===== src/rtl/ccff_loader_pkg.sv =====
// Shared types and sizing helpers for the configuration-chain loader.
package ccff_loader_pkg;

    typedef enum logic [1:0] {
        IDLE   = 2'd0,
        SHIFT  = 2'd1,
        FINISH = 2'd2
    } ccff_state_e;

    function automatic int ccff_num_words(input int chain_len, input int word_w);
        return (chain_len + word_w - 1) / word_w;
    endfunction

    // Bits used from the final word; a zero remainder means the whole word.
    function automatic int ccff_last_bits(input int chain_len, input int word_w);
        return ((chain_len % word_w) == 0) ? word_w : (chain_len % word_w);
    endfunction

    function automatic int ccff_cnt_w(input int chain_len);
        return $clog2(chain_len + 1);
    endfunction

endpackage


===== src/rtl/ccff_word_buffer.sv =====
// Hold register plus shift register with valid-bit tracking for the chain loader.
module ccff_word_buffer #(
    parameter int WORD_W = 8,
    parameter int BITS_W = $clog2(WORD_W + 1)
) (
    input  logic              clk,
    input  logic              rst,
    input  logic              clear,
    input  logic              load,
    input  logic [WORD_W-1:0] load_data,
    input  logic [BITS_W-1:0] load_bits,
    input  logic              shift,
    output logic              hold_full,
    output logic              shift_nonempty,
    output logic              head
);

    logic [WORD_W-1:0] hold_data;
    logic [WORD_W-1:0] shift_data;
    logic [BITS_W-1:0] hold_bits;
    logic [BITS_W-1:0] shift_bits;
    logic              reload;

    // Refill when empty, or on the edge that consumes the last valid bit so streaming has no gap.
    assign reload = hold_full &&
                    ((shift_bits == '0) || (shift && (shift_bits == BITS_W'(1))));

    // load only happens while the hold register is empty, so it never collides with reload.
    always_ff @(posedge clk or posedge rst) begin
        if (rst) begin
            hold_data  <= '0;
            hold_bits  <= '0;
            hold_full  <= 1'b0;
            shift_data <= '0;
            shift_bits <= '0;
        end else if (clear) begin
            hold_data  <= '0;
            hold_bits  <= '0;
            hold_full  <= 1'b0;
            shift_data <= '0;
            shift_bits <= '0;
        end else begin
            if (load) begin
                hold_data <= load_data;
                hold_bits <= load_bits;
                hold_full <= 1'b1;
            end
            if (reload) begin
                shift_data <= hold_data;
                shift_bits <= hold_bits;
                hold_full  <= 1'b0;
            end else if (shift) begin
                shift_data <= shift_data >> 1;
                shift_bits <= shift_bits - BITS_W'(1);
            end
        end
    end

    assign shift_nonempty = (shift_bits != '0);
    assign head           = shift_data[0];

endmodule


===== src/rtl/ccff_chain_loader.sv =====
// Serializes bitstream words into one tile configuration chain and reports completion.
// Optional readback of the outgoing chain contents is enabled by defining CCFF_READBACK_EN.
module ccff_chain_loader
    import ccff_loader_pkg::*;
#(
    parameter int CHAIN_LEN = 32,
    parameter int WORD_W    = 8
) (
    input  logic                           prog_clk,
    input  logic                           prog_reset,
    input  logic                           start,
    input  logic [WORD_W-1:0]              cfg_data,
    input  logic                           cfg_valid,
    output logic                           cfg_ready,
    output logic                           ccff_head,
    output logic                           ccff_shift_en,
    input  logic                           ccff_tail,
    output logic                           busy,
    output logic                           done,
    output logic [$clog2(CHAIN_LEN+1)-1:0] bit_count
`ifdef CCFF_READBACK_EN
    ,
    output logic [WORD_W-1:0]              rb_data,
    output logic                           rb_valid
`endif
);

    localparam int NUM_WORDS = ccff_num_words(CHAIN_LEN, WORD_W);
    localparam int LAST_BITS = ccff_last_bits(CHAIN_LEN, WORD_W);
    localparam int CNT_W     = ccff_cnt_w(CHAIN_LEN);
    localparam int WA_W      = $clog2(NUM_WORDS + 1);
    localparam int BITS_W    = $clog2(WORD_W + 1);
    localparam logic [WORD_W-1:0] LAST_MASK = {WORD_W{1'b1}} >> (WORD_W - LAST_BITS);

    ccff_state_e       state;
    ccff_state_e       next_state;
    logic              start_load;
    logic [WA_W-1:0]   words_accepted;
    logic              accept;
    logic              last_word;
    logic [WORD_W-1:0] load_data;
    logic [BITS_W-1:0] load_bits;
    logic              hold_full;
    logic              shift_nonempty;
    logic              fin_bit;

    assign cfg_ready     = (state == SHIFT) && !hold_full && (words_accepted < WA_W'(NUM_WORDS));
    assign ccff_shift_en = (state == SHIFT) && shift_nonempty;
    assign busy          = (state == SHIFT);
    assign accept        = cfg_valid && cfg_ready;
    assign fin_bit       = ccff_shift_en && (bit_count == CNT_W'(CHAIN_LEN - 1));

    // Bits of the final word beyond the chain length are dropped before they reach the buffer.
    assign last_word = (words_accepted == WA_W'(NUM_WORDS - 1));
    assign load_data = last_word ? (cfg_data & LAST_MASK) : cfg_data;
    assign load_bits = last_word ? BITS_W'(LAST_BITS) : BITS_W'(WORD_W);

    always_ff @(posedge prog_clk or posedge prog_reset) begin
        if (prog_reset) begin
            state <= IDLE;
        end else begin
            state <= next_state;
        end
    end

    always_comb begin
        next_state = state;
        start_load = 1'b0;
        case (state)
            IDLE: begin
                if (start) begin
                    next_state = SHIFT;
                    start_load = 1'b1;
                end
            end
            SHIFT: begin
                if (fin_bit) begin
                    next_state = FINISH;
                end
            end
            FINISH:  next_state = IDLE;
            default: next_state = IDLE;
        endcase
    end

    // done is raised on the edge that shifts the final bit, so it appears with FINISH.
    always_ff @(posedge prog_clk or posedge prog_reset) begin
        if (prog_reset) begin
            done           <= 1'b0;
            bit_count      <= '0;
            words_accepted <= '0;
        end else if (start_load) begin
            done           <= 1'b0;
            bit_count      <= '0;
            words_accepted <= '0;
        end else begin
            if (fin_bit) begin
                done <= 1'b1;
            end
            if (ccff_shift_en && (bit_count != CNT_W'(CHAIN_LEN))) begin
                bit_count <= bit_count + CNT_W'(1);
            end
            if (accept) begin
                words_accepted <= words_accepted + WA_W'(1);
            end
        end
    end

    ccff_word_buffer #(
        .WORD_W (WORD_W),
        .BITS_W (BITS_W)
    ) u_word_buffer (
        .clk            (prog_clk),
        .rst            (prog_reset),
        .clear          (start_load),
        .load           (accept),
        .load_data      (load_data),
        .load_bits      (load_bits),
        .shift          (ccff_shift_en),
        .hold_full      (hold_full),
        .shift_nonempty (shift_nonempty),
        .head           (ccff_head)
    );

`ifdef CCFF_READBACK_EN
    localparam int RB_W = $clog2(WORD_W);

    logic [WORD_W-1:0] rb_shift;
    logic [WORD_W-1:0] rb_word;
    logic [RB_W-1:0]   rb_cnt;

    always_comb begin
        rb_word         = rb_shift;
        rb_word[rb_cnt] = ccff_tail;
    end

    // The group register is cleared after each emit, which zero-pads a short final group.
    always_ff @(posedge prog_clk or posedge prog_reset) begin
        if (prog_reset) begin
            rb_shift <= '0;
            rb_cnt   <= '0;
            rb_data  <= '0;
            rb_valid <= 1'b0;
        end else begin
            rb_valid <= 1'b0;
            if (start_load) begin
                rb_shift <= '0;
                rb_cnt   <= '0;
            end else if (ccff_shift_en) begin
                if ((rb_cnt == RB_W'(WORD_W - 1)) || fin_bit) begin
                    rb_data  <= rb_word;
                    rb_valid <= 1'b1;
                    rb_shift <= '0;
                    rb_cnt   <= '0;
                end else begin
                    rb_shift <= rb_word;
                    rb_cnt   <= rb_cnt + RB_W'(1);
                end
            end
        end
    end
`else
    logic unused_tail;
    assign unused_tail = ccff_tail;
`endif

endmodule

===== config.mk =====
export PLATFORM = sky130hd
export DESIGN_NAME = ccff_chain_loader
export DESIGN_NICKNAME = d
export VERILOG_FILES = /design/src/rtl/ccff_loader_pkg.sv /design/src/rtl/ccff_word_buffer.sv /design/src/rtl/ccff_chain_loader.sv
export SDC_FILE = /design/constraint.sdc
export NUM_CORES = 1
export LEC_CHECK = 0
export CAP_MARGIN = 20
export CORE_UTILIZATION = 50
export CTS_CLUSTER_DIAMETER = 120
export DETAILED_ROUTE_END_ITERATION = 10
export PLACE_DENSITY = 0.74
export SLEW_MARGIN = 5
export SYNTH_ARGS = -nofsm -noshare
export SYNTH_HDL_FRONTEND = slang
export SYNTH_SLANG_ARGS = --single-unit
export TNS_END_PERCENT = 50

===== constraint.sdc =====
create_clock -name prog_clk -period 2.19 [get_ports prog_clk]
set_clock_uncertainty 0.05 [all_clocks]
set_input_delay 0.5475 -clock prog_clk [delete_from_list [all_inputs] [get_ports prog_clk]]
set_output_delay 0.5475 -clock prog_clk [all_outputs]
set_load 0.01 [all_outputs]

==> report_table.html, run 1 <==
<table>
<tr><th>Metric</th><th>Value</th></tr>
<tr><th colspan="2">Clocking</th></tr>
<tr><td>Number of buffers inserted by hold repair at cts</td><td>0</td></tr>
<tr><td>Latest clock arrival within the worst-skew pair</td><td>0.34 ns</td></tr>
<tr><td>Clock net sink count</td><td>34</td></tr>
<tr><td>TritonCTS clock tree</td><td>done</td></tr>
<tr><td>Maximum buffer depth of the clock tree</td><td>2</td></tr>
<tr><td>Root Buffer</td><td>sky130_fd_sc_hd__clkbuf_4</td></tr>
<tr><td>Number of buffers inserted during clock tree synthesis</td><td>5</td></tr>
<tr><td>CTS clock-pin slew for the worst setup and hold paths</td><td>0.11 ns</td></tr>
<tr><td>H-tree levels</td><td>2</td></tr>
<tr><th colspan="2">Logic synthesis</th></tr>
<tr><td>Number of flops mapped to enable cells by yosys</td><td>0</td></tr>
<tr><td>Proportion of synthesized flip-flops having asynchronous set or reset</td><td>100%</td></tr>
<tr><td>Netlist area before placement</td><td>1630 sq um</td></tr>
<tr><td>Largest cells by area after synthesis</td><td>sky130_fd_sc_hd__dfrtp_1 (52%), sky130_fd_sc_hd__nand2_1 (6.0%), sky130_fd_sc_hd__mux2i_1 (5.5%)</td></tr>
<tr><td>Count leader, synth</td><td>sky130_fd_sc_hd__dfrtp_1</td></tr>
<tr><td>Most frequent cells after synthesis</td><td>sky130_fd_sc_hd__dfrtp_1 (34), sky130_fd_sc_hd__nand2_1 (26), sky130_fd_sc_hd__o21ai_0 (12)</td></tr>
<tr><td>Count of warnings emitted by yosys</td><td>0</td></tr>
<tr><td>Synthesized area per cell</td><td>10.5 sq um</td></tr>
<tr><td>Post-synthesis cell type with the largest combined area</td><td>sky130_fd_sc_hd__dfrtp_1</td></tr>
<tr><td>#FFs+latches synth</td><td>34</td></tr>
<tr><td>Area share of the largest cell type after synthesis</td><td>52.2%</td></tr>
<tr><td>Most used flip-flop cell after synthesis</td><td>sky130_fd_sc_hd__dfrtp_1</td></tr>
<tr><td>Synthesized instance count</td><td>155</td></tr>
<tr><td>Sequential fraction of the synthesis area</td><td>52.2%</td></tr>
<tr><td>Net count of the mapped netlist</td><td>174</td></tr>
<tr><td>Distinct cells, synth</td><td>36</td></tr>
<tr><th colspan="2">Worst setup path</th></tr>
<tr><td>Ordered list of cells on the worst path</td><td>inv_2 -&gt; ha_4 -&gt; or3b_4 -&gt; nand2_4 -&gt; inv_4 -&gt; buf_6</td></tr>
<tr><td>CP Data Required Time</td><td>1.59 ns</td></tr>
<tr><td>CP Capture Type</td><td>primary output</td></tr>
<tr><td>R2r setup slk</td><td>0.24 ns</td></tr>
<tr><td>Startpoint class of the critical path</td><td>flip-flop</td></tr>
<tr><td>Kind of cell adding the most delay to the critical path</td><td>simple AND/OR/NAND/NOR gates</td></tr>
<tr><td>Signal arrival time at the worst endpoint</td><td>1.58 ns</td></tr>
<tr><td>Critical Path Max Stage Delay</td><td>0.41 ns</td></tr>
<tr><td>WP buf/inv</td><td>3</td></tr>
<tr><td>Cell with the largest stage delay on the worst path</td><td>sky130_fd_sc_hd__dfrtp_1</td></tr>
<tr><td>Peak fanout along the critical path</td><td>2</td></tr>
<tr><td>Type of the worst setup path</td><td>reg -&gt; out</td></tr>
<tr><th colspan="2">Final layout</th></tr>
<tr><td>Layout net count</td><td>215</td></tr>
<tr><td>Share of cells above drive strength 1</td><td>18.8%</td></tr>
<tr><td>Layout Utilization</td><td>67.8%</td></tr>
<tr><td>Layout overhead on the synthesized area</td><td>28.0%</td></tr>
<tr><td>Number of diodes added for antenna fixing</td><td>0</td></tr>
<tr><th colspan="2">Detailed routing</th></tr>
<tr><td>Detailed-route via count</td><td>1280</td></tr>
<tr><td>Number of iterations in the first detailed-routing pass</td><td>4</td></tr>
<tr><td>WL per Instance</td><td>13.2 um</td></tr>
<tr><td>Routed vias/inst</td><td>5.31</td></tr>
<tr><td>Total wire length</td><td>3170 um</td></tr>
<tr><td>DR iter-0 viols</td><td>63</td></tr>
<tr><td>Detail Route Antenna Nets</td><td>0</td></tr>
<tr><td>Count of unresolved DRC violations after routing</td><td>0</td></tr>
<tr><th colspan="2">Timing</th></tr>
<tr><td>Min Hold Slack</td><td>0.444 ns</td></tr>
<tr><td>FMAX</td><td>459 MHz</td></tr>
<tr><td>Unrepaired setup endpoints after global routing</td><td>true</td></tr>
<tr><td>Worst max-slew margin expressed relative to the limit</td><td>63.0%</td></tr>
<tr><td>Final critical-path required period</td><td>2.18 ns</td></tr>
<tr><td>Number of endpoints with negative hold slack in the final report</td><td>0</td></tr>
<tr><td>Final setup margin</td><td>0.00950 ns</td></tr>
<tr><td>Final total negative setup slack</td><td>0 ns</td></tr>
<tr><td>Final Max Slew Viols</td><td>0</td></tr>
<tr><td>Final Cycle Share</td><td>99.6%</td></tr>
<tr><td>Slew at the pin closest to its max-slew limit</td><td>0.549 ns</td></tr>
<tr><td>Setup-violating endpoint count in the final report</td><td>0</td></tr>
<tr><th colspan="2">Floorplan</th></tr>
<tr><td>Initial Util</td><td>52.9%</td></tr>
<tr><td>Area of the die</td><td>3490 sq um</td></tr>
<tr><td>Die extent in x</td><td>59.1 um</td></tr>
<tr><td>Floorplan row count</td><td>20</td></tr>
<tr><td>Core box area</td><td>3080 sq um</td></tr>
<tr><td>IO Pins</td><td>24</td></tr>
<tr><td>Chip height</td><td>59.1 um</td></tr>
<tr><th colspan="2">Flow run</th></tr>
<tr><td>MaxCap Viol Count</td><td>0</td></tr>
<tr><th colspan="2">Place</th></tr>
<tr><td>Global placer's final weighted congestion</td><td>0.789</td></tr>
<tr><td>Post-placement worst setup slack</td><td>-0.0289 ns</td></tr>
<tr><td>Port Buf Inserts</td><td>22</td></tr>
<tr><td>Detailed Place HPWL</td><td>2270 um</td></tr>
<tr><th colspan="2">Global routing</th></tr>
<tr><td>Pin count of the biggest net entering global routing</td><td>35</td></tr>
<tr><td>Total global routing overflow</td><td>0</td></tr>
<tr><td>Vias in the first global route</td><td>1285</td></tr>
<tr><td>Global-route usage over all layers</td><td>21.5%</td></tr>
<tr><td>Antenna violations before repair</td><td>0</td></tr>
<tr><td>Wire length of the first global-routing pass</td><td>5490 um</td></tr>
<tr><th colspan="2">Min path</th></tr>
<tr><td>Class of the most critical hold timing path</td><td>reg -&gt; reg</td></tr>
<tr><th colspan="2">Status</th></tr>
<tr><td>Outcome</td><td>finished, final reports clean</td></tr>
<tr><th colspan="2">Pwr</th></tr>
<tr><td>Power per unit of standard cell area</td><td>1320 nW/um^2</td></tr>
<tr><td>Leakage component of the power</td><td>0.972 nW</td></tr>
<tr><td>Peak supply drop</td><td>857 uV</td></tr>
</table>
## cells in the final DEF (no fill, tap or decap), types with 2 or more instances in the layout
master and count:
sky130_fd_sc_hd__dfrtp_1 34, sky130_fd_sc_hd__nand2_1 26, sky130_fd_sc_hd__clkdlybuf4s50_1 19, sky130_fd_sc_hd__buf_4 17
sky130_fd_sc_hd__o21ai_0 12, sky130_fd_sc_hd__nor2_1 9, sky130_fd_sc_hd__mux2i_1 9, sky130_fd_sc_hd__o2bb2ai_1 8
sky130_fd_sc_hd__ha_1 5, sky130_fd_sc_hd__clkbuf_4 5, sky130_fd_sc_hd__nor4_1 4, sky130_fd_sc_hd__a21oi_1 4
sky130_fd_sc_hd__inv_2 3, sky130_fd_sc_hd__nand3_1 3, sky130_fd_sc_hd__xnor2_1 3, sky130_fd_sc_hd__inv_1 3
sky130_fd_sc_hd__nor4b_2 2, sky130_fd_sc_hd__nor3b_1 2, sky130_fd_sc_hd__and2_1 2, sky130_fd_sc_hd__nor3_1 2
sky130_fd_sc_hd__or3_1 2
## worst reg2reg max path, delay by kind of cell (launching register included)
family,cells,cell delay (ns)
flops,1,0.41
buf+inv,3,0.27
fa+ha+maj,1,0.13
simple gates,3,0.83
compound gates,1,0.18
## stage by stage
stage	cell area (sq um)	power, mW	instances
final	2090	2.74	241
after global routing	2090	2.97	241
after CTS	2060	2.74	239
after detailed placement	1990	2.35	230
after global placement	1990	2.29	230
after floorplan	1630	1.82	155
## state kept, by name, summed over array words and instances (netlist names)
name and count:
state 2, u_word_buffer.hold_data 8, u_word_buffer.shift_data 8, u_word_buffer.hold_full 1, u_word_buffer.hold_bits 1, u_word_buffer.shift_bits 4, bit_count 6, done 1
words_accepted 3
## cell families after synthesis
group,Yosys count,synth area share [%]
AOI/OAI and AO/OA,32,12.8
muxes,9,5.53
buffers and inverters,12,3.07
xor gates and xnor gates,4,2.15
DFF,34,52.2
adders and majority gates,6,4.61
and+or+nand+nor,58,19.7
## layer usage
layer	vias up	track usage [%]	part of all wire [%]
met4	0	12.9	2.1
met3	8	4.37	2.6
met2	18	35.9	50
met5	-	0	0
li1	628	-	-
met1	626	25.5	45
## cell type report
type | instances | area (sq um)
clock buffer | 7 | 55.1
clock inverter | 1 | 5.00
fill | 255 | 992
inverter | 7 | 28.8
multi-input combinational | 109 | 741
sequential | 34 | 851
tap | 44 | 55.1
timing repair buffer | 39 | 350
## power by group
group / switching, mW / leakage (nW) / total [mW] / internal, mW
Combinational: 0.642 / 0.507 / 1.32 / 0.674
Sequential: 0.195 / 0.430 / 1.07 / 0.877
Clock: 0.202 / 0.0353 / 0.357 / 0.156
## path summary, 6_finish.rpt
kind / from / endpoint / cells past startpoint
max in group asynchronous: prog_reset / u_word_buffer.shift_bits[2] / 3
hold reg to reg: u_word_buffer.hold_bits[3] / u_word_buffer.hold_bits[3] / 1
min in group asynchronous: prog_reset / bit_count[3] / 3
setup reg to reg: u_word_buffer.shift_bits[1] / u_word_buffer.shift_data[3] / 8
setup / recovery: u_word_buffer.shift_bits[1] / ccff_shift_en / 6
hold / removal: u_word_buffer.hold_bits[3] / u_word_buffer.hold_bits[3] / 1
## what timing repair did
action                     4_1_cts  5_1_grt
pin swaps                        1        0
gates cloned                     0        0
setup buffers                    1        2
hold endpoints to repair         0        0
setup endpoints to repair        2        2
gates resized for setup          9        2
(Power assumes the default switching activity.)
==> run 2, diff against run 1 <==
Settings changed: CELL_PAD_IN_SITES_DETAIL_PLACEMENT from default to 1, CELL_PAD_IN_SITES_GLOBAL_PLACEMENT from default to 1, CORE_UTILIZATION 50 to 41, PLACE_DENSITY 0.74 to default, PLACE_DENSITY_LB_ADDON from default to 0.1, TNS_END_PERCENT 50 to 5.
==> run 2 against run 1 <==
Design area increased by 2.9%. Combinational power about the same. Global-route usage increased by 0.43 points. Fmax increased by 2.2%. Power increased by 14%. First-iteration DRC count decreased by 62%. Utilization decreased by 10 points. Worst setup slack improved by 0.047 ns. Via count increased by 0.16%. Clock power increased by 96%. Flip-flop and latch count unchanged. Critical path type unchanged.
==> report_table.html, run 2 (same netlist as run 1, synthesis figures left out) <==
<table>
<tr><th>Metric</th><th>Value</th></tr>
<tr><th colspan="2">Worst setup path</th></tr>
<tr><td>CP Data Required Time</td><td>1.59 ns (about the same)</td></tr>
<tr><td>Type of the worst setup path</td><td>reg -&gt; out</td></tr>
<tr><td>CP Capture Type</td><td>primary output</td></tr>
<tr><td>Startpoint class of the critical path</td><td>flip-flop</td></tr>
<tr><td>Peak fanout along the critical path</td><td>2 (unchanged)</td></tr>
<tr><td>Signal arrival time at the worst endpoint</td><td>1.54 ns (-0.04 ns)</td></tr>
<tr><th colspan="2">Timing</th></tr>
<tr><td>Unrepaired setup endpoints after global routing</td><td>false</td></tr>
<tr><td>Final total negative setup slack</td><td>0 ns (unchanged)</td></tr>
<tr><td>Final Cycle Share</td><td>97.4% (-2.2 points)</td></tr>
<tr><td>Setup-violating endpoint count in the final report</td><td>0 (unchanged)</td></tr>
<tr><td>Worst max-slew margin expressed relative to the limit</td><td>61.2% (-1.9 points)</td></tr>
<tr><td>Number of endpoints with negative hold slack in the final report</td><td>0 (unchanged)</td></tr>
<tr><td>Final critical-path required period</td><td>2.13 ns (-0.0473 ns)</td></tr>
<tr><td>FMAX</td><td>469 MHz (+2.2%)</td></tr>
<tr><td>Final setup margin</td><td>0.0568 ns (+0.0473 ns)</td></tr>
<tr><td>Slew at the pin closest to its max-slew limit</td><td>0.577 ns (+0.0278 ns)</td></tr>
<tr><td>Final Max Slew Viols</td><td>0 (unchanged)</td></tr>
<tr><th colspan="2">Clocking</th></tr>
<tr><td>TritonCTS clock tree</td><td>done</td></tr>
<tr><td>Root Buffer</td><td>sky130_fd_sc_hd__clkbuf_8</td></tr>
<tr><td>H-tree levels</td><td>2 (unchanged)</td></tr>
<tr><td>Latest clock arrival within the worst-skew pair</td><td>0.29 ns (-0.05 ns)</td></tr>
<tr><td>CTS clock-pin slew for the worst setup and hold paths</td><td>0.08 ns (-0.03 ns)</td></tr>
<tr><td>Maximum buffer depth of the clock tree</td><td>2 (unchanged)</td></tr>
<tr><td>Number of buffers inserted during clock tree synthesis</td><td>5 (unchanged)</td></tr>
<tr><td>Number of buffers inserted by hold repair at cts</td><td>0 (unchanged)</td></tr>
<tr><td>Clock net sink count</td><td>34 (unchanged)</td></tr>
<tr><th colspan="2">Final layout</th></tr>
<tr><td>Most frequent cells in the layout</td><td>sky130_fd_sc_hd__dfrtp_1 (34), sky130_fd_sc_hd__nand2_1 (26), sky130_fd_sc_hd__clkdlybuf4s50_1 (19), sky130_fd_sc_hd__buf_4 (15), sky130_fd_sc_hd__o21ai_0 (12)</td></tr>
<tr><td>Layout Utilization</td><td>57.4% (-10 points)</td></tr>
<tr><td>Registers with the most flip-flops</td><td>u_word_buffer.hold_data x8, u_word_buffer.shift_data x8, bit_count x6</td></tr>
<tr><td>Share of cells above drive strength 1</td><td>18.5% (-0.32 points)</td></tr>
<tr><td>Number of diodes added for antenna fixing</td><td>0 (unchanged)</td></tr>
<tr><td>Layout net count</td><td>213 (-0.93%)</td></tr>
<tr><td>Most frequent standard cell in the layout excluding fill and tap cells</td><td>sky130_fd_sc_hd__dfrtp_1</td></tr>
<tr><td>Layout overhead on the synthesized area</td><td>31.8%</td></tr>
<tr><th colspan="2">Global routing</th></tr>
<tr><td>Global-route usage over all layers</td><td>21.9% (+0.43 points)</td></tr>
<tr><td>Vias in the first global route</td><td>1410 (+9.7%)</td></tr>
<tr><td>Antenna violations before repair</td><td>0 (unchanged)</td></tr>
<tr><td>Wire length of the first global-routing pass</td><td>6780 um (+24%)</td></tr>
<tr><td>Pin count of the biggest net entering global routing</td><td>35 (unchanged)</td></tr>
<tr><td>Total global routing overflow</td><td>0 (unchanged)</td></tr>
<tr><th colspan="2">Floorplan</th></tr>
<tr><td>Area of the die</td><td>4230 sq um (+21%)</td></tr>
<tr><td>Floorplan row count</td><td>22 (+10%)</td></tr>
<tr><td>Die extent in x</td><td>65.0 um (+10%)</td></tr>
<tr><td>IO Pins</td><td>24 (unchanged)</td></tr>
<tr><td>Core box area</td><td>3740 sq um (+22%)</td></tr>
<tr><td>Chip height</td><td>65.0 um (+10%)</td></tr>
<tr><td>Initial Util</td><td>43.5% (-9.4 points)</td></tr>
<tr><th colspan="2">Status</th></tr>
<tr><td>Outcome</td><td>finished, final reports clean</td></tr>
<tr><th colspan="2">Pwr</th></tr>
<tr><td>Combinational share of power</td><td>43.0% (-5.0 points)</td></tr>
<tr><td>Leakage component of the power</td><td>0.994 nW (+2.2%)</td></tr>
<tr><td>Portion of total power attributed to the clock network</td><td>22.4% (+9.4 points)</td></tr>
<tr><td>Switching fraction of total power</td><td>36.2% (-1.6 points)</td></tr>
<tr><td>Power per unit of standard cell area</td><td>1460 nW/um^2 (+11%)</td></tr>
<tr><td>Sequential share of power</td><td>34.6% (-4.4 points)</td></tr>
<tr><td>Design Power</td><td>3.13 mW (+14%)</td></tr>
<tr><td>Peak supply drop</td><td>767 uV (-11%)</td></tr>
<tr><td>Cell-internal power</td><td>1.99 mW (+17%)</td></tr>
<tr><td>Psw</td><td>1.13 mW (+9.0%)</td></tr>
<tr><th colspan="2">Flow run</th></tr>
<tr><td>MaxCap Viol Count</td><td>0 (unchanged)</td></tr>
<tr><th colspan="2">Detailed routing</th></tr>
<tr><td>Number of iterations in the first detailed-routing pass</td><td>4 (unchanged)</td></tr>
<tr><td>Count of unresolved DRC violations after routing</td><td>0 (unchanged)</td></tr>
<tr><td>Routed vias/inst</td><td>5.28 (-0.67%)</td></tr>
<tr><td>DR iter-0 viols</td><td>24 (-62%)</td></tr>
<tr><td>Total wire length</td><td>3940 um (+24%)</td></tr>
<tr><td>WL per Instance</td><td>16.2 um (+23%)</td></tr>
<tr><td>Detail Route Antenna Nets</td><td>0 (unchanged)</td></tr>
<tr><td>Detailed-route via count</td><td>1282 (+0.16%)</td></tr>
<tr><th colspan="2">Place</th></tr>
<tr><td>Detailed Place HPWL</td><td>2690 um (+19%)</td></tr>
<tr><td>Post-placement worst setup slack</td><td>-0.0395 ns (-0.0106 ns)</td></tr>
<tr><td>Global placer's final weighted congestion</td><td>0.734 (-6.9%)</td></tr>
<tr><td>Port Buf Inserts</td><td>22 (unchanged)</td></tr>
<tr><th colspan="2">Min path</th></tr>
<tr><td>Class of the most critical hold timing path</td><td>reg -&gt; reg</td></tr>
</table>
[run 2: cell count changes in the layout (fill, tap and decap cells not counted)]
cell,change
sky130_fd_sc_hd__buf_6,-1
sky130_fd_sc_hd__clkbuf_8,+4
sky130_fd_sc_hd__buf_2,+1
sky130_fd_sc_hd__clkbuf_4,-5
sky130_fd_sc_hd__buf_4,-2
sky130_fd_sc_hd__clkinv_2,-1
sky130_fd_sc_hd__clkbuf_1,-1
sky130_fd_sc_hd__clkinv_4,+1
sky130_fd_sc_hd__bufinv_16,+2
[run 2: power groups by stage]
stage,Combinational [mW],Sequential (mW),Clock [mW]
2_1_floorplan,0.740,1.08,0
3_3_place_gp,1.23,1.07,0
3_5_place_dp,1.29,1.09,0
4_1_cts,1.35,1.08,0.714
5_1_grt,1.52,1.11,0.738
6_report,1.34,1.08,0.700
[run 2: worst max-delay path: stages, from the launching register on]
cell and delay [ns]:
sky130_fd_sc_hd__dfrtp_1 0.39, sky130_fd_sc_hd__inv_2 0.09, sky130_fd_sc_hd__ha_4 0.14, sky130_fd_sc_hd__or3b_4 0.40, sky130_fd_sc_hd__nand2_4 0.08, sky130_fd_sc_hd__inv_4 0.03, sky130_fd_sc_hd__buf_2 0.12
[run 2: layout make-up]
cell class              instances  area [sq um]
fillers                       426          1600
inverters                       7          28.8
repair buffers                 37           329
multi-input cells             109           741
well taps                      48          60.1
clock buffers                   5          68.8
flip-flops and latches         34           851
clock inverters                 3          68.8
[run 2: layer usage]
layer / vias to the layer above / wire, um / GRT usage (%) / share of wire (%)
li1: 623 / - / - / -
met1: 629 / 1810 / 27.8 / 46
met2: 21 / 1920 / 35.4 / 49
met3: 9 / 130 / 5.28 / 3.3
met4: 0 / 78 / 9.51 / 2.0
met5: - / 0 / 0 / 0
[run 2: metrics by stage]
step                      area (sq um)  cells  hold WS [ns]
after floorplan                   1630    155         0.399
after global placement            1990    233         0.412
after detailed placement          1990    233         0.423
after CTS                         2140    243         0.441
after global routing              2150    243         0.450
final                             2150    243         0.439
[run 2: timing repair]
action / in CTS / in global routing
endpoints found under the setup margin: 2 / 1
buffers inserted: 2 / 0
gates resized for setup: 9 / 1
pin swaps: 2 / 0
endpoints found under the hold margin: 0 / 0
[run 2: worst paths after layout]
path                                              from                           to  slack, ns  cells after the start
max                        u_word_buffer.shift_bits[1]                ccff_shift_en       0.06                      6
min                         u_word_buffer.hold_bits[3]   u_word_buffer.hold_bits[3]       0.44                      1
min in group asynchronous                   prog_reset            words_accepted[1]       0.61                      3
max reg2reg                u_word_buffer.shift_bits[1]  u_word_buffer.shift_data[6]       0.22                      8
min reg2reg                 u_word_buffer.hold_bits[3]   u_word_buffer.hold_bits[3]       0.44                      1
max in group asynchronous                   prog_reset      u_word_buffer.hold_full       1.17                      3
